[config.mk]
export PLATFORM = sky130hd
export DESIGN_NAME = tank_ctrl
export DESIGN_NICKNAME = d
export VERILOG_FILES = /design/src/rtl/tank_pkg.sv /design/src/rtl/tank_ctrl_key_match.sv /design/src/rtl/tank_ctrl.sv
export SDC_FILE = /design/constraint.sdc
export NUM_CORES = 1
export LEC_CHECK = 0
export BUFFER_PORTS_ARGS = -buffer_cell sky130_fd_sc_hd__clkbuf_2
export CAP_MARGIN = 10
export CELL_PAD_IN_SITES_DETAIL_PLACEMENT = 0
export CELL_PAD_IN_SITES_GLOBAL_PLACEMENT = 1
export CORE_MARGIN = 4
export CORE_UTILIZATION = 41
export DETAILED_ROUTE_END_ITERATION = 8
export PLACE_DENSITY_LB_ADDON = 0.1
export REMOVE_ABC_BUFFERS = 1
export SKIP_CTS_REPAIR_TIMING = 1
export SYNTH_ARGS = -nofsm -noshare
export SYNTH_HDL_FRONTEND = slang
export SYNTH_HIERARCHICAL = 1
export SYNTH_SLANG_ARGS = --single-unit
[constraint.sdc]
create_clock -name frame_clk -period 3.1 [get_ports frame_clk]
set_input_delay 0.31 -clock frame_clk [delete_from_list [all_inputs] [get_ports frame_clk]]
set_output_delay 0.31 -clock frame_clk [all_outputs]
set_load 0.005 [all_outputs]
[src/rtl/tank_pkg.sv]
// ============================================================================
// Module      : tank_pkg
// Description : Shared types, widths, default key codes and helpers for the
//               player-tank controller.
// Revision    : 1.0 - initial release
// ============================================================================
`default_nettype none

package tank_pkg;

  localparam int COORD_W = 10;

  localparam logic [7:0] KEY_UP_DEF    = 8'h1A;
  localparam logic [7:0] KEY_DOWN_DEF  = 8'h16;
  localparam logic [7:0] KEY_LEFT_DEF  = 8'h04;
  localparam logic [7:0] KEY_RIGHT_DEF = 8'h07;
  localparam logic [7:0] KEY_FIRE_DEF  = 8'h2C;

  typedef enum logic [1:0] {
    DIR_UP    = 2'd0,
    DIR_RIGHT = 2'd1,
    DIR_DOWN  = 2'd2,
    DIR_LEFT  = 2'd3
  } dir_t;

  typedef enum logic [1:0] {
    IDLE = 2'd0,
    FLY  = 2'd1,
    COOL = 2'd2
  } shot_state_t;

  function automatic logic signed [COORD_W:0] clamp_coord(
    input logic signed [COORD_W:0] v,
    input logic signed [COORD_W:0] lo,
    input logic signed [COORD_W:0] hi
  );
    if (v < lo)      return lo;
    else if (v > hi) return hi;
    else             return v;
  endfunction

  // Opposite direction on the same axis (bit 1 toggles up<->down, right<->left).
  function automatic dir_t dir_flip(input dir_t d);
    return dir_t'({~d[1], d[0]});
  endfunction

endpackage

`default_nettype wire

[src/rtl/tank_ctrl_key_match.sv]
// ============================================================================
// Module      : key_match
// Description : Flags whether any of the four concurrent key bytes equals code.
// Revision    : 1.0 - initial release
// ============================================================================
`default_nettype none

module key_match (
  input  logic [31:0] keycode,
  input  logic [7:0]  code,
  output logic        hit
);

  logic [3:0] byte_hit;

  genvar i;
  generate
    for (i = 0; i < 4; i++) begin : g_byte
      assign byte_hit[i] = (keycode[8*i +: 8] == code);
    end
  endgenerate

  assign hit = |byte_hit;

endmodule

`default_nettype wire

[src/rtl/tank_ctrl.sv]
// ============================================================================
// Module      : tank_ctrl
// Description : Player tank: key decode, clamped movement, one projectile with
//               fire/flight/cooldown sequencing. Define TANK_SHOT_BOUNCE_EN to
//               make the projectile reflect off the arena walls.
// Revision    : 1.0 - initial release
// ============================================================================
`default_nettype none

module tank_ctrl
  import tank_pkg::*;
#(
  parameter int         X_CENTER  = 320,
  parameter int         Y_CENTER  = 240,
  parameter int         X_MIN     = 0,
  parameter int         X_MAX     = 639,
  parameter int         Y_MIN     = 0,
  parameter int         Y_MAX     = 479,
  parameter int         TANK_SIZE = 16,
  parameter int         TANK_STEP = 1,
  parameter int         SHOT_STEP = 4,
  parameter int         SHOT_LIFE = 120,
  parameter int         COOLDOWN  = 30,
  parameter logic [7:0] KEY_UP    = KEY_UP_DEF,
  parameter logic [7:0] KEY_DOWN  = KEY_DOWN_DEF,
  parameter logic [7:0] KEY_LEFT  = KEY_LEFT_DEF,
  parameter logic [7:0] KEY_RIGHT = KEY_RIGHT_DEF,
  parameter logic [7:0] KEY_FIRE  = KEY_FIRE_DEF
) (
  input  logic                frame_clk,
  input  logic                Reset,
  input  logic [31:0]         keycode,
  output logic [COORD_W-1:0]  tank_x,
  output logic [COORD_W-1:0]  tank_y,
  output logic [COORD_W-1:0]  tank_s,
  output logic [1:0]          tank_dir,
  output logic [COORD_W-1:0]  shot_x,
  output logic [COORD_W-1:0]  shot_y,
  output logic                shot_active
);

  localparam int TW     = COORD_W + 1;
  // Shot math gets one more bit so wall reflection (2*MAX - pos) cannot wrap.
  localparam int SW     = COORD_W + 2;
  localparam int LIFE_W = $clog2(SHOT_LIFE + 1);
  localparam int CNT_W  = $clog2(COOLDOWN + 1);

  localparam logic signed [TW-1:0] TX_LO  = TW'(X_MIN + TANK_SIZE);
  localparam logic signed [TW-1:0] TX_HI  = TW'(X_MAX - TANK_SIZE);
  localparam logic signed [TW-1:0] TY_LO  = TW'(Y_MIN + TANK_SIZE);
  localparam logic signed [TW-1:0] TY_HI  = TW'(Y_MAX - TANK_SIZE);
  localparam logic signed [TW-1:0] T_STEP = TW'(TANK_STEP);

  localparam logic signed [SW-1:0] SX_MIN = SW'(X_MIN);
  localparam logic signed [SW-1:0] SX_MAX = SW'(X_MAX);
  localparam logic signed [SW-1:0] SY_MIN = SW'(Y_MIN);
  localparam logic signed [SW-1:0] SY_MAX = SW'(Y_MAX);
  localparam logic signed [SW-1:0] S_SIZE = SW'(TANK_SIZE);
  localparam logic signed [SW-1:0] S_STEP = SW'(SHOT_STEP);

  logic up_hit, down_hit, left_hit, right_hit, fire_hit;

  key_match u_key_up    (.keycode(keycode), .code(KEY_UP),    .hit(up_hit));
  key_match u_key_down  (.keycode(keycode), .code(KEY_DOWN),  .hit(down_hit));
  key_match u_key_left  (.keycode(keycode), .code(KEY_LEFT),  .hit(left_hit));
  key_match u_key_right (.keycode(keycode), .code(KEY_RIGHT), .hit(right_hit));
  key_match u_key_fire  (.keycode(keycode), .code(KEY_FIRE),  .hit(fire_hit));

  logic [COORD_W-1:0] pos_x, pos_y;
  dir_t               dir_q;
  logic               fire_prev;
  shot_state_t        state;
  logic [COORD_W-1:0] shot_x_q, shot_y_q;
  dir_t               shot_dir;
  logic [LIFE_W-1:0]  life;
  logic [CNT_W-1:0]   cnt;
  logic               shot_act;

  logic fire_edge;
  assign fire_edge = fire_hit & ~fire_prev;

  // Tank motion: one axis per frame, priority UP > DOWN > LEFT > RIGHT.
  logic signed [TW-1:0] cur_x, cur_y, nxt_x, nxt_y;
  dir_t                 nxt_dir;

  assign cur_x = signed'({1'b0, pos_x});
  assign cur_y = signed'({1'b0, pos_y});

  always_comb begin
    nxt_x   = cur_x;
    nxt_y   = cur_y;
    nxt_dir = dir_q;
    if (up_hit) begin
      nxt_dir = DIR_UP;
      nxt_y   = clamp_coord(cur_y - T_STEP, TY_LO, TY_HI);
    end else if (down_hit) begin
      nxt_dir = DIR_DOWN;
      nxt_y   = clamp_coord(cur_y + T_STEP, TY_LO, TY_HI);
    end else if (left_hit) begin
      nxt_dir = DIR_LEFT;
      nxt_x   = clamp_coord(cur_x - T_STEP, TX_LO, TX_HI);
    end else if (right_hit) begin
      nxt_dir = DIR_RIGHT;
      nxt_x   = clamp_coord(cur_x + T_STEP, TX_LO, TX_HI);
    end
  end

  // Spawn point uses the pre-move centre and facing.
  logic signed [SW-1:0] spawn_x, spawn_y;
  logic                 spawn_ok;

  always_comb begin
    spawn_x = signed'({2'b00, pos_x});
    spawn_y = signed'({2'b00, pos_y});
    case (dir_q)
      DIR_UP:    spawn_y = spawn_y - S_SIZE;
      DIR_RIGHT: spawn_x = spawn_x + S_SIZE;
      DIR_DOWN:  spawn_y = spawn_y + S_SIZE;
      default:   spawn_x = spawn_x - S_SIZE;
    endcase
  end

  assign spawn_ok = (spawn_x >= SX_MIN) && (spawn_x <= SX_MAX) &&
                    (spawn_y >= SY_MIN) && (spawn_y <= SY_MAX);

  logic signed [SW-1:0] adv_x, adv_y;

  always_comb begin
    adv_x = signed'({2'b00, shot_x_q});
    adv_y = signed'({2'b00, shot_y_q});
    case (shot_dir)
      DIR_UP:    adv_y = adv_y - S_STEP;
      DIR_RIGHT: adv_x = adv_x + S_STEP;
      DIR_DOWN:  adv_y = adv_y + S_STEP;
      default:   adv_x = adv_x - S_STEP;
    endcase
  end

`ifdef TANK_SHOT_BOUNCE_EN
  logic signed [SW-1:0] fly_x, fly_y;
  dir_t                 fly_dir;

  // Reflect the overshoot back inside and reverse along the violated axis.
  always_comb begin
    fly_x   = adv_x;
    fly_y   = adv_y;
    fly_dir = shot_dir;
    if (adv_x < SX_MIN) begin
      fly_x   = SX_MIN + SX_MIN - adv_x;
      fly_dir = dir_flip(shot_dir);
    end else if (adv_x > SX_MAX) begin
      fly_x   = SX_MAX + SX_MAX - adv_x;
      fly_dir = dir_flip(shot_dir);
    end
    if (adv_y < SY_MIN) begin
      fly_y   = SY_MIN + SY_MIN - adv_y;
      fly_dir = dir_flip(shot_dir);
    end else if (adv_y > SY_MAX) begin
      fly_y   = SY_MAX + SY_MAX - adv_y;
      fly_dir = dir_flip(shot_dir);
    end
  end
`else
  logic adv_out;
  assign adv_out = (adv_x < SX_MIN) || (adv_x > SX_MAX) ||
                   (adv_y < SY_MIN) || (adv_y > SY_MAX);
`endif

  always_ff @(posedge frame_clk or posedge Reset) begin
    if (Reset) begin
      pos_x     <= COORD_W'(X_CENTER);
      pos_y     <= COORD_W'(Y_CENTER);
      dir_q     <= DIR_UP;
      fire_prev <= 1'b0;
      state     <= IDLE;
      shot_x_q  <= '0;
      shot_y_q  <= '0;
      shot_dir  <= DIR_UP;
      life      <= '0;
      cnt       <= '0;
      shot_act  <= 1'b0;
    end else begin
      fire_prev <= fire_hit;
      pos_x     <= COORD_W'(nxt_x);
      pos_y     <= COORD_W'(nxt_y);
      dir_q     <= nxt_dir;

      case (state)
        IDLE: begin
          if (fire_edge) begin
            if (spawn_ok) begin
              shot_x_q <= COORD_W'(spawn_x);
              shot_y_q <= COORD_W'(spawn_y);
              shot_dir <= dir_q;
              life     <= LIFE_W'(SHOT_LIFE - 1);
              shot_act <= 1'b1;
              state    <= FLY;
            end else begin
              cnt   <= CNT_W'(COOLDOWN - 1);
              state <= COOL;
            end
          end
        end

        FLY: begin
`ifdef TANK_SHOT_BOUNCE_EN
          if (life == '0) begin
            shot_act <= 1'b0;
            cnt      <= CNT_W'(COOLDOWN - 1);
            state    <= COOL;
          end else begin
            shot_x_q <= COORD_W'(fly_x);
            shot_y_q <= COORD_W'(fly_y);
            shot_dir <= fly_dir;
            life     <= life - LIFE_W'(1);
          end
`else
          if (adv_out || (life == '0)) begin
            shot_act <= 1'b0;
            cnt      <= CNT_W'(COOLDOWN - 1);
            state    <= COOL;
          end else begin
            shot_x_q <= COORD_W'(adv_x);
            shot_y_q <= COORD_W'(adv_y);
            life     <= life - LIFE_W'(1);
          end
`endif
        end

        COOL: begin
          if (cnt == '0) state <= IDLE;
          else           cnt   <= cnt - CNT_W'(1);
        end

        default: state <= IDLE;
      endcase
    end
  end

  assign tank_x      = pos_x;
  assign tank_y      = pos_y;
  assign tank_s      = COORD_W'(TANK_SIZE);
  assign tank_dir    = dir_q;
  assign shot_x      = shot_x_q;
  assign shot_y      = shot_y_q;
  assign shot_active = shot_act;

endmodule

`default_nettype wire

# Yosys cells after proc, flatten, opt, wreduce, memory -nomap -nowiden
# Cells that the tools add are included.
# classes
n_addsub,14
order_cmp,16
n_eq_ne,33
muxes,46
n_bitwise,4
reduce_logical,30
# ops
cell,n
2-to-1 mux 10 bit,18
one-hot mux 12 bit (2 select lines),4
equality test 8 x 3 -> 1 bit (second input constant),8
equality test 8 x 5 -> 1 bit (second input constant),8
< comparator 11 x 6 -> 1 bit (second input constant),4
one-hot mux 10 bit (2 select lines),2
equality test 8 x 6 -> 1 bit (second input constant),4
>= comparator 12 x 1 -> 1 bit (second input constant),2
< comparator 12 x 1 -> 1 bit (second input constant),2
adder 10 x 1 -> 11 bit (second input constant),2
adder 10 x 3 -> 11 bit (second input constant),2
adder 10 x 5 -> 11 bit (second input constant),2
greater-than comparator 11 x 10 -> 1 bit (second input constant),2
greater-than comparator 11 bit (second input constant),2
subtractor 10 x 1 -> 11 bit (second input constant),2
subtractor 10 x 3 -> 11 bit (second input constant),2
subtractor 10 x 5 -> 11 bit (second input constant),2
2-to-1 mux 7 bit,3
2-to-1 mux 5 bit,4
OR reduction 4 bit,5
2-to-1 mux 2 bit,8
one-hot mux 5 bit (3 select lines),1
inequality test 2 bit (second input constant),7
one-hot mux 7 bit (2 select lines),1
25 further kinds,46
# totals
reg_bits,60
out_inout_bits,53
elab_cells,154

# Logic depth before layout (Yosys ltp)
# Gate-level depths: netlist of run 1.
# logic_depth
word_depth,10
ltp_mapped,14

# Hierarchy
# The synthesis of run 1 kept the hierarchy.
# modules_own_cells
module,n_inst,cells_per_inst,area_each_um2,seq_area_each_um2
tank_ctrl,1,735,5746.8,1508.9
key_match,5,45,351.6,0.0

# Worst setup path after synthesis of run 1
# Ideal clock, no wire load.
# synth_timing
path_type,register to register
from,reg pos_y[4] (netlist: tank_y[4])
to,reg pos_y[1] (netlist: tank_y[1])
setup_time_ns,0.128
arrival_ns,2.996
required_time_ns,2.972
slack_ns,-0.025
path_stages_with_launch,13
n_path_buf,2
cell_sequence,dfstp_2 buf_4 clkbuf_1 inv_1 ha_1 nand4bb_1 a21boi_0 o31ai_2 or3_4 o41ai_4 inv_2 o221ai_1 o21ai_1
# synth_between
elab_chain_cells,6
elab_cells_between_ends,12
# synth_lines
item,line_no,rtl
start: declaration,tank_ctrl.sv:69,"logic [COORD_W-1:0] pos_x, pos_y;"
start signal: assignment,tank_ctrl.sv:172,pos_y <= COORD_W'(Y_CENTER);
start signal: assignment,tank_ctrl.sv:185,pos_y <= COORD_W'(nxt_y);
adder 10 x 1 -> 11 bit,tank_ctrl.sv:98,"nxt_y = clamp_coord(cur_y + T_STEP, TY_LO, TY_HI);"
greater-than comparator 11 x 10 -> 1 bit,tank_pkg.sv:38,else if (v > hi) return hi;
2-to-1 mux 10 bit,tank_pkg.sv:38,
2-to-1 mux 10 bit,tank_pkg.sv:37,if (v < lo) return lo;
2-to-1 mux 10 bit,tank_ctrl.sv:96,end else if (down_hit) begin
2-to-1 mux 10 bit (*),tank_ctrl.sv:93,if (up_hit) begin
# Every way passes the cells marked *; elsewhere a longest branch is shown, timed or not. The select of a mux whose other input is x is not followed.
# A chain may end at the register's enable or synchronous reset.

# Worst setup path after layout of run 1
# layout_timing
from,reg pos_y[4] (netlist: tank_y[4])
to,reg cnt[0]
# layout_between
elab_chain_cells,7
elab_cells_between_ends,9
# layout_lines
item,line_no,rtl
adder 10 x 5 -> 11 bit or subtractor 10 x 5 -> 11 bit (tied branches),"tank_ctrl.sv:118, tank_ctrl.sv:116",
one-hot mux 12 bit (2 select lines) (*),tank_ctrl.sv:115,case (dir_q)
>= comparator 12 x 1 -> 1 bit,tank_ctrl.sv:124,(spawn_y >= SY_MIN) && (spawn_y <= SY_MAX);
logical AND 1 bit,tank_ctrl.sv:123,assign spawn_ok = (spawn_x >= SX_MIN) && (spawn_x <= SX_MAX) &&
logical AND 1 bit (*),tank_ctrl.sv:124,
inequality test 2 bit (no line) (*),--,
AND reduction 5 bit (no line) (*),--,
end signal: assignment,tank_ctrl.sv:199,cnt <= CNT_W'(COOLDOWN - 1);
end signal: assignment,tank_ctrl.sv:220,cnt <= CNT_W'(COOLDOWN - 1);
end signal: assignment,tank_ctrl.sv:232,else cnt <= cnt - CNT_W'(1);
end: declaration,tank_ctrl.sv:76,logic [CNT_W-1:0] cnt;
# Every way passes the cells marked *; elsewhere a longest branch is shown, timed or not.

==> summary.md, run 1 <==
| Metric | Value |
|---|---|
| Met1 usage | 30.0% |
| Placed insts | 1,435 |
| CP max stage delay | 0.44 ns |
| Vias in the first global route | 6,979 |
| GRT met3 Usage | 2.03% |
| Antenna-violating nets left | 0 |
| Core Region | 18,000 um2 |
| Hold Fails Final Rpt | 0 |
| Synth Register Bits | 60 |
| Die W | 143 um |
| Ys Warns | 6 |
| Fillers | around 1,800 |
| Global route total overflow | 0 |
| Post-synth ARST share | 100% |
| Hold slack | 0.102 ns |
| N_diodes | 0 |
| Req. time, crit path | 3.37 ns |
| Slowest CP cell | or4b_1 |
| Worst skew pair latency | about 0.33 ns |
| Top cells by area, synth | xor2_1 20%, dfrtp_1 18%, nand2_1 4.0% |
| Post-synthesis sequential area ratio | between 20% and 30% |
| Slew headroom | 51.3% |
| Die Area | 20,500 um2 |
| Most common cell after layout, fill and taps aside | xor2_1 |
| Critical Path Sink Type | flip-flop |
| WL per Instance | 14.6 um |
| Final min period | 2.93 ns |
| CP max FO | 8 |
| Htree depth | 3 |
| Most Used Layer, Global Route | met2 |
| Commonest cells after routing, fill and taps aside | 173 x xor2_1, 170 x conb_1, 80 x nand2_1 |
| IO Pins | 87 |
| Initial antenna violation count | 0 |
| R2r worst-path depth | 11 |
| DP HPWL | 16,600 um |
| Setup slack at placement | 0.0688 ns |
| Synth top area share | roughly a fifth |
| Status | completed |
| Largest net degree at the start of global routing | 34 |
| PnR Total Power | 6.50 mW |
| Die Y | 143 um |
| Clock sink total | 60 |
| Clk slew on worst S/H paths | 0.06 ns |
| Average size of a mapped cell | 7.82 um2 |
| Worst min path class | in2async |
| Via count | 7,372 |
| Final cell count without fillers | 1,451 |
| DRC | 0 |
| Final Skew | 0.00947 ns |
| Met2 usage | about a third |
| Post-route worst setup slack | 0.175 ns |
| Distinct cells, synth | 94 |
| CTS tree | done |
| Placer Congestion | around 0.86 |
| Share of cells above drive strength 1 | 16.9% |
| Crit Path Category | reg2reg |
| # rows | 49 |
| I/O Buffers | 76 |
| Count of final setup violators | 0 |
| Area grow syn2layout | 23.8% |
| Top_reg_cell synth | dfrtp_1 |
| CTS Buf Count | 9 |
| Least-Margin Pin Slew | 0.725 ns |
| Mapped Cells | 960 |
| Final period util | 94.4% |
| Fin util | 51.7% |
| Crit start category | flip-flop |
| Fin nets | 1,272 |
| CP cell instances | inv_1 -> ha_1 -> or4b_1 -> a21oi_1 -> xnor2_1 -> nor4_4 -> a211oi_4 -> a31oi_4 -> buf_4 -> and2_1 -> mux2_2 |
| Crit path DAT | approximately 3.2 ns |
| Gr usage total | 20.9% |
| Leakage | 4.23 nW |
| Root Buffer | clkbuf_16 |
| WL final | 21,200 um |
| Unrepaired setup endpoints after global routing | false |
| Max cap viols | 0 |
| Fmax | 0.342 GHz |
| Number of iterations in the first detailed-routing pass | 5 |
| EDFF count, synth | 0 |
| Final Slew Violations | 0 |
| 1st-iter DRT viols | 463 |
| Peak VDD IR | 0.000421 V |
| Vias/cell | just over 5 |
| First-pass GRT wire length | 35,500 um |
| Cell area after synthesis | 7500 um2 |
| Leading area contributor after synthesis | xor2_1 |
| Starting Density | 41.8% |
| Total power divided by cell area | ~700 nW/um2 |
| Longest Clk Path Bufs | 2 |
## critical path, delay by kind of cell, from the launching register on
kind | cells | cell delay [ns]
muxes | 1 | 0.20
AOI/OAI and AO/OA | 3 | 0.61
and+or+nand+nor | 3 | 1.10
xor gates and xnor gates | 1 | 0.15
DFF | 1 | 0.36
adders and majority gates | 1 | 0.18
buffers and inverters | 2 | 0.27
## cell usage after synthesis, types with 21 or more instances
cell / instances
a21oi_1: 54
clkbuf_1: 41
dfrtp_1: 54
inv_1: 30
nand2_1: 80
nand3_1: 21
nor2_1: 72
nor3_1: 23
nor4_1: 48
o21ai_0: 45
xnor2_1: 26
xor2_1: 173
## layout make-up
class                           count  area, um2  share of cell area, %
Timing Repair Buffer              149        941                   10.1
Multi-Input combinational cell    966       6170                   66.4
Clock inverter                      3       15.0                  0.162
Tap cell                          229        287                   3.08
Inverter                           32        120                   1.29
Sequential cell                    60       1510                   16.3
Clock buffer                       12        246                   2.65
## logic make-up (layout without fill, tap and decap cells)
logic type               Yosys count  after routing  synth area share [%]
flip-flops                        60             60                  20.1
XOR/XNOR                         199            199                  23.2
AND/OR/NAND/NOR                  348            348                  25.0
AO/OA/AOI/OAI                    217            217                  20.1
multiplexers                      12             12                  1.75
other                              2            170                 0.100
buffers and inverters            102            196                  6.42
adder cells (fa/ha/maj)           20             20                  3.33
## stage by stage
stage	cell area, um2	setup TNS [ns]
after floorplan	7770	-0.0870
after global placement	9000	0
after detailed placement	9000	0
after CTS	9260	0
after global routing	9290	0
final	9290	0
## where the power goes
part	leakage (nW)	internal, mW	switching [mW]
logic	3.40	1.80	2.32
registers	0.697	1.09	0.391
clock network	0.132	0.553	0.342
## state kept, by name, summed over array words and instances, names as in the netlist
| signal | cells |
|---|---|
| state | 2 |
| tank_y | 10 |
| shot_y | 10 |
| shot_x | 10 |
| cnt | 5 |
| tank_x | 10 |
| life | 7 |
| fire_prev | 1 |
| tank_dir | 2 |
| shot_active | 1 |
| shot_dir | 2 |
## metal layers
metal | routed length [um] | vias to the layer above
met5 | 0 | -
met4 | 216 | 0
met3 | 762 | 15
met2 | 9900 | 154
met1 | 10400 | 3426
li1 | - | 3777
## final timing paths
path	startpoint	to	slack (ns)
max	tank_y[4]	cnt[0]	0.17
min	Reset	cnt[3]	0.10
max reg2reg	tank_y[4]	cnt[0]	0.17
min reg2reg	shot_x[0]	shot_x[0]	0.47
max in group asynchronous	Reset	shot_x[1]	2.31
min in group frame_clk	shot_x[0]	shot_x[0]	0.47
No activity file was read; power rests on OpenSTA's default activity.
==> inputs of run 2 (changes only) <==
Settings changed: BUFFER_PORTS_ARGS -buffer_cell sky130_fd_sc_hd__clkbuf_2 to default, CORE_UTILIZATION 41 to 44, DONT_BUFFER_PORTS from default to 1.
==> summary.md, run 2 (synthesis results as in run 1) <==
| Metric | Value |
|---|---|
| CP max stage delay | 0.54 ns (+0.10 ns) |
| Crit Path Category | reg2reg |
| Clk pwr share | 17.3% (+3.5 points) |
| # rows | 47 (-4.1%) |
| Antenna-violating nets left | 0 (unchanged) |
| Clk slew on worst S/H paths | 0.05 ns (about the same) |
| Number of iterations in the first detailed-routing pass | 5 (unchanged) |
| Fin util | 53.4% (+1.7 points) |
| Final min period | 2.94 ns (+0.0168 ns) |
| Worst min path class | in2async |
| Die Area | 19,200 um2 (-6.4%) |
| CTS Buf Count | 9 (unchanged) |
| Most common cell after layout, fill and taps aside | xor2_1 |
| Gr usage total | 21.2% (+0.35 points) |
| Vias in the first global route | 6,560 (-6.0%) |
| Top cell by count, worst path | buf_4 |
| WL final | 20,700 um (-2.5%) |
| Leakage | 3.89 nW (-8.0%) |
| Die Y | 139 um (-3.3%) |
| Peak VDD IR | 0.000475 V (+13%) |
| Register area | 1510 um2 (about the same) |
| IO Pins | 87 (unchanged) |
| Core Region | 16,600 um2 (-7.4%) |
| Slew headroom | 53.4% (+2.1 points) |
| CP max FO | 13 (+5) |
| WL per Instance | 15.3 um (+4.2%) |
| Switch share | 46.5% (-0.48 points) |
| Final Slew Violations | 0 (unchanged) |
| Fillers | 1,603 (-13%) |
| Root Buffer | clkbuf_16 |
| Status | complete, but fails checks |
| CTS tree | done |
| Final Skew | 0.0118 ns (+0.00228 ns) |
| Critical Path Sink Type | flip-flop |
| Longest Clk Path Bufs | 2 (unchanged) |
| 1st-iter DRT viols | 454 (-1.9%) |
| Starting Density | 45.1% (+3.3 points) |
| Commonest cells after routing, fill and taps aside | 173 x xor2_1, 170 x conb_1, 80 x nand2_1 |
| DP HPWL | 15,900 um (-4.2%) |
| Clock sink total | 60 (unchanged) |
| Fmax | 0.340 GHz (-0.57%) |
| I/O Buffers | 0 (-100%) |
| First-pass GRT wire length | 34,700 um (-2.4%) |
| Count of final setup violators | 0 (unchanged) |
| Unrepaired setup endpoints after global routing | false |
| Setup TNS | 0 ns (unchanged) |
| Share of cells above drive strength 1 | 11.0% (-5.9 points) |
| Failing checks | negative hold slack |
| Vias/cell | 5.17 (+1.7%) |
| Initial antenna violation count | 0 (unchanged) |
| Hold Fails Final Rpt | 22 (+22) |
| Crit path DAT | 3.18 ns (about the same) |
| N_diodes | 0 (unchanged) |
| Slowest CP cell | a211oi_1 |
| Global route total overflow | 0 (unchanged) |
| Combinational share of power | 58.8% (-4.6 points) |
| Sequential group share of total power | 23.9% (+1.0 points) |
| Worst skew pair latency | 0.33 ns (about the same) |
| Final period util | 94.9% (+0.54 points) |
| Htree depth | 3 (unchanged) |
| Crit start category | flip-flop |
| Int Power | 3.41 mW (-0.93%) |
| Die W | 139 um (-3.3%) |
| Total power divided by cell area | 718 nW/um2 (+2.6%) |
| Hold slack | -0.0244 ns (-0.127 ns) |
| Placer Congestion | 0.850 (-1.4%) |
| DRC | 0 (unchanged) |
| CP cell instances | buf_4 -> inv_1 -> ha_1 -> buf_4 -> and4_1 -> a211oi_1 -> a2bb2oi_1 -> o21a_1 -> o21ai_0 -> nand2_1 -> o211ai_1 |
| Fin nets | 1,187 (-6.7%) |
| Area grow syn2layout | 18.5% |
| Via count | 7,017 (-4.8%) |
| Largest net degree at the start of global routing | 31 (-8.8%) |
| P_sw | 2.97 mW (-2.8%) |
| Req. time, crit path | 3.34 ns (-0.03 ns) |
| Max cap viols | 0 (unchanged) |
| Least-Margin Pin Slew | 0.697 ns (-0.0276 ns) |
| Multi-input gate area | 6180 um2 (+0.14%) |
-- run 2: power by group through the flow --
stage                     sequential, mW  clock, mW  combinational (mW)
after floorplan                     1.65          0                2.29
after global placement              1.53          0                3.64
after detailed placement            1.53          0                3.65
after CTS                           1.52       1.12                3.68
after global routing                1.59       1.16                4.15
final                               1.53       1.11                3.75
-- run 2: cell type report --
| cell class | count | area share [%] |
|---|---|---|
| Sequential cell | 60 | 17.0 |
| Clock inverter | 6 | 0.985 |
| Inverter | 32 | 1.35 |
| Tap cell | 220 | 3.10 |
| Multi-Input combinational cell | 966 | 69.5 |
| Clock buffer | 10 | 2.69 |
| Timing Repair Buffer | 64 | 5.40 |
-- run 2: path summary, 6_finish.rpt --
check	startpoint	end	slack (ns)	depth (start not counted)
max	tank_y[1]	tank_y[5]	0.16	11
min	Reset	tank_y[2]	-0.02	1
max reg2reg	tank_y[1]	tank_y[5]	0.16	11
min reg2reg	shot_y[1]	shot_y[1]	0.50	2
max in group asynchronous	Reset	shot_y[4]	2.40	2
min in group frame_clk	keycode[19]	fire_prev	0.41	4
-- run 2: layer usage --
| layer | up-vias | track usage [%] | part of all wire (%) |
|---|---|---|---|
| met5 | - | 0 | 0 |
| met4 | 0 | 3.69 | 0.85 |
| met3 | 17 | 4.45 | 5.2 |
| met2 | 156 | 34.4 | 47 |
| met1 | 3225 | 29.7 | 47 |
| li1 | 3619 | - | - |
-- run 2: per-stage QoR --
| stage | power (mW) | std cells | area [um2] | worst slack, ns | hold WS [ns] |
|---|---|---|---|---|---|
| after detailed placement | 5.18 | 1341 | 8520 | 0.0823 | 0.340 |
| after CTS | 6.33 | 1357 | 8850 | 0.0610 | -0.0123 |
| after floorplan | 3.94 | 1058 | 7770 | -0.0290 | 0.473 |
| final | 6.38 | 1358 | 8890 | 0.158 | -0.0244 |
| after global placement | 5.17 | 1341 | 8520 | 0.152 | 0.339 |
| after global routing | 6.90 | 1358 | 8890 | 0.000415 | 0.0102 |
-- run 2: critical path: cells and delay by family (launching register included) --
kind,cells,cell delay (ns)
fa+ha+maj,1,0.23
flops,1,0.34
simple gates,2,0.28
compound gates,5,1.49
buf+inv,3,0.52
==> inputs of run 3 (changes only) <==
Settings changed: CORE_UTILIZATION 44 to 49, GPL_TIMING_DRIVEN from default to 0.
Clock period 3.1 ns to 3.6 ns, I/O delays scaled along.
==> summary.md, run 3 (synthesis results as in run 1) <==
| Metric | Value |
|---|---|
| Worst min path class | in2async |
| Area grow syn2layout | 12.2% |
| WL final | 19,100 um (-7.7%) |
| Placed insts | 1,244 (-7.2%) |
| First-pass GRT wire length | 31,400 um (-9.4%) |
| CP max FO | 21 (+8) |
| Initial antenna violation count | 0 (unchanged) |
| Fin nets | 1,130 (-4.8%) |
| Commonest cells after routing, fill and taps aside | 173 x xor2_1, 170 x conb_1, 80 x nand2_1 |
| CP max stage delay | 0.57 ns (+0.03 ns) |
| Longest Clk Path Bufs | 2 (unchanged) |
| Most common cell after layout, fill and taps aside | xor2_1 |
| Worst skew pair latency | 0.34 ns (about the same) |
| CTS tree | done |
| Share of cells above drive strength 1 | 6.75% (-4.2 points) |
| Htree depth | 3 (unchanged) |
| Gr usage total | 21.4% (+0.11 points) |
| Status | completed |
| Least-Margin Pin Slew | 1.03 ns (+0.335 ns) |
| R2r worst-path depth | 10 (-1) |
| CP cell instances | clkinvlp_4 -> ha_1 -> nor4bb_1 -> o21ai_0 -> xor2_1 -> nand2_1 -> a211oi_4 -> a31oi_4 -> or4_1 -> o221ai_1 |
| IO Pins | 87 (unchanged) |
| Placer Congestion | 0.881 (+3.7%) |
| Final Slew Violations | 0 (unchanged) |
| Worst Setup SP | tank_x[4] |
| Total power divided by cell area | 598 nW/um2 (-17%) |
| Setup TNS | 0 ns (unchanged) |
| Via count | 6,843 (-2.5%) |
| Slew headroom | 30.7% (-23 points) |
| Peak VDD IR | 0.000354 V (-26%) |
| Crit path DAT | 3.60 ns (+0.42 ns) |
| Die Area | 17,400 um2 (-9.6%) |
| Die Y | 132 um (-4.9%) |
| Fmax | 0.298 GHz (-12%) |
| Critical R2R Capture | shot_y[4] |
| Clk slew on worst S/H paths | 0.06 ns (about the same) |
| Die W | 132 um (-4.9%) |
| Starting Density | 50.9% (+5.8 points) |
| Req. time, crit path | 3.84 ns (+0.50 ns) |
| Crit start category | flip-flop |
| Final min period | 3.35 ns (+0.412 ns) |
| DP HPWL | 14,200 um (-11%) |
| Global route total overflow | 0 (unchanged) |
| Slowest CP cell | dfrtp_4 |
| Clock sink total | 60 (unchanged) |
| Final period util | 93.2% (-1.7 points) |
| Final cell count without fillers | 1,265 (-6.8%) |
| Hold Fails Final Rpt | 0 (-100%) |
| Antenna-violating nets left | 0 (unchanged) |
| WL per Instance | 15.1 um (-0.91%) |
| Vias in the first global route | 6,025 (-8.2%) |
| I/O Buffers | 0 (unchanged) |
| Vias/cell | 5.41 (+4.7%) |
| Count of final setup violators | 0 (unchanged) |
| 1st-iter DRT viols | 336 (-26%) |
| # rows | 44 (-6.4%) |
| Largest net degree at the start of global routing | 35 (+13%) |
| N_diodes | 0 (unchanged) |
| Root Buffer | clkbuf_16 |
| Core Region | 14,800 um2 (-11%) |
| Final Skew | 0.0102 ns (-0.00155 ns) |
| Crit Path Category | reg2reg |
| Max cap viols | 0 (unchanged) |
| Leakage | 3.59 nW (-7.7%) |
| Reg2reg setup slack | 0.25 ns (+0.09 ns) |
| Critical Path Sink Type | flip-flop |
| DRC | 0 (unchanged) |
| Fin util | 57.0% (+3.6 points) |
| Reg-to-Reg Start | tank_x[4] |
| Number of iterations in the first detailed-routing pass | 5 (unchanged) |
| CTS Buf Count | 9 (unchanged) |
[run 3: cell count changes in the layout (fill, tap and decap cells not counted), moves of 2 or more]
cell | previous run | this run
bufinv_16 | 2 | 0
dfrtp_1 | 54 | 50
clkinv_4 | 0 | 3
buf_4 | 64 | 3
dfrtp_2 | 0 | 3
[run 3: final cells by class]
| class | instances | area (um2) |
|---|---|---|
| clock buffers | 9 | 225 |
| inverters | 32 | 128 |
| fillers | 1428 | 6340 |
| flip-flops and latches | 60 | 1520 |
| clock inverters | 7 | 52.6 |
| multi-input cells | 968 | 6210 |
| well taps | 184 | 230 |
| repair buffers | 5 | 57.6 |
[run 3: per-stage QoR]
step           cell area, um2  hold slack, ns  power (mW)  worst slack [ns]
2_1_floorplan            7770           0.473        3.39             0.471
3_3_place_gp             8000           0.500        4.05            -0.520
3_5_place_dp             8040           0.433        4.08            -0.479
4_1_cts                  8320          0.0762        4.90            -0.506
5_1_grt                  8420           0.124        5.45          -0.00186
6_report                 8420          0.0548        5.03             0.246
[run 3: power by group]
group / total (mW) / leakage, nW / internal, mW / switching (mW)
Combinational: 2.56 / 2.76 / 1.11 / 1.45
Sequential: 1.67 / 0.694 / 0.945 / 0.728
Clock: 0.797 / 0.136 / 0.468 / 0.329
[run 3: how the worst max path moves through the flow]
stage,to,slack [ns],cells past startpoint
2_1_floorplan,shot_x[7],0.47,10
3_3_place_gp,shot_y[5],-0.52,10
3_5_place_dp,shot_y[5],-0.48,10
4_1_cts,shot_y[5],-0.51,10
5_1_grt,shot_y[0],-0.002,10
6_report,shot_y[4],0.25,10
[run 3: routing by layer]
metal	vias to the layer above	routed length (um)	global-route usage [%]
met5	-	0	0
met4	0	188	3.79
met3	21	882	4.08
met2	126	8820	35.1
met1	3176	9230	29.7
li1	3520	-	-
[run 3: critical path: cells and delay by family, from the launching register on]
| kind | cells | cell delay [ns] |
|---|---|---|
| AND/OR/NAND/NOR | 3 | 0.92 |
| buffers and inverters | 1 | 0.24 |
| AO/OA/AOI/OAI | 4 | 0.91 |
| flip-flops | 1 | 0.57 |
| XOR/XNOR | 1 | 0.26 |
| adder cells (fa/ha/maj) | 1 | 0.34 |
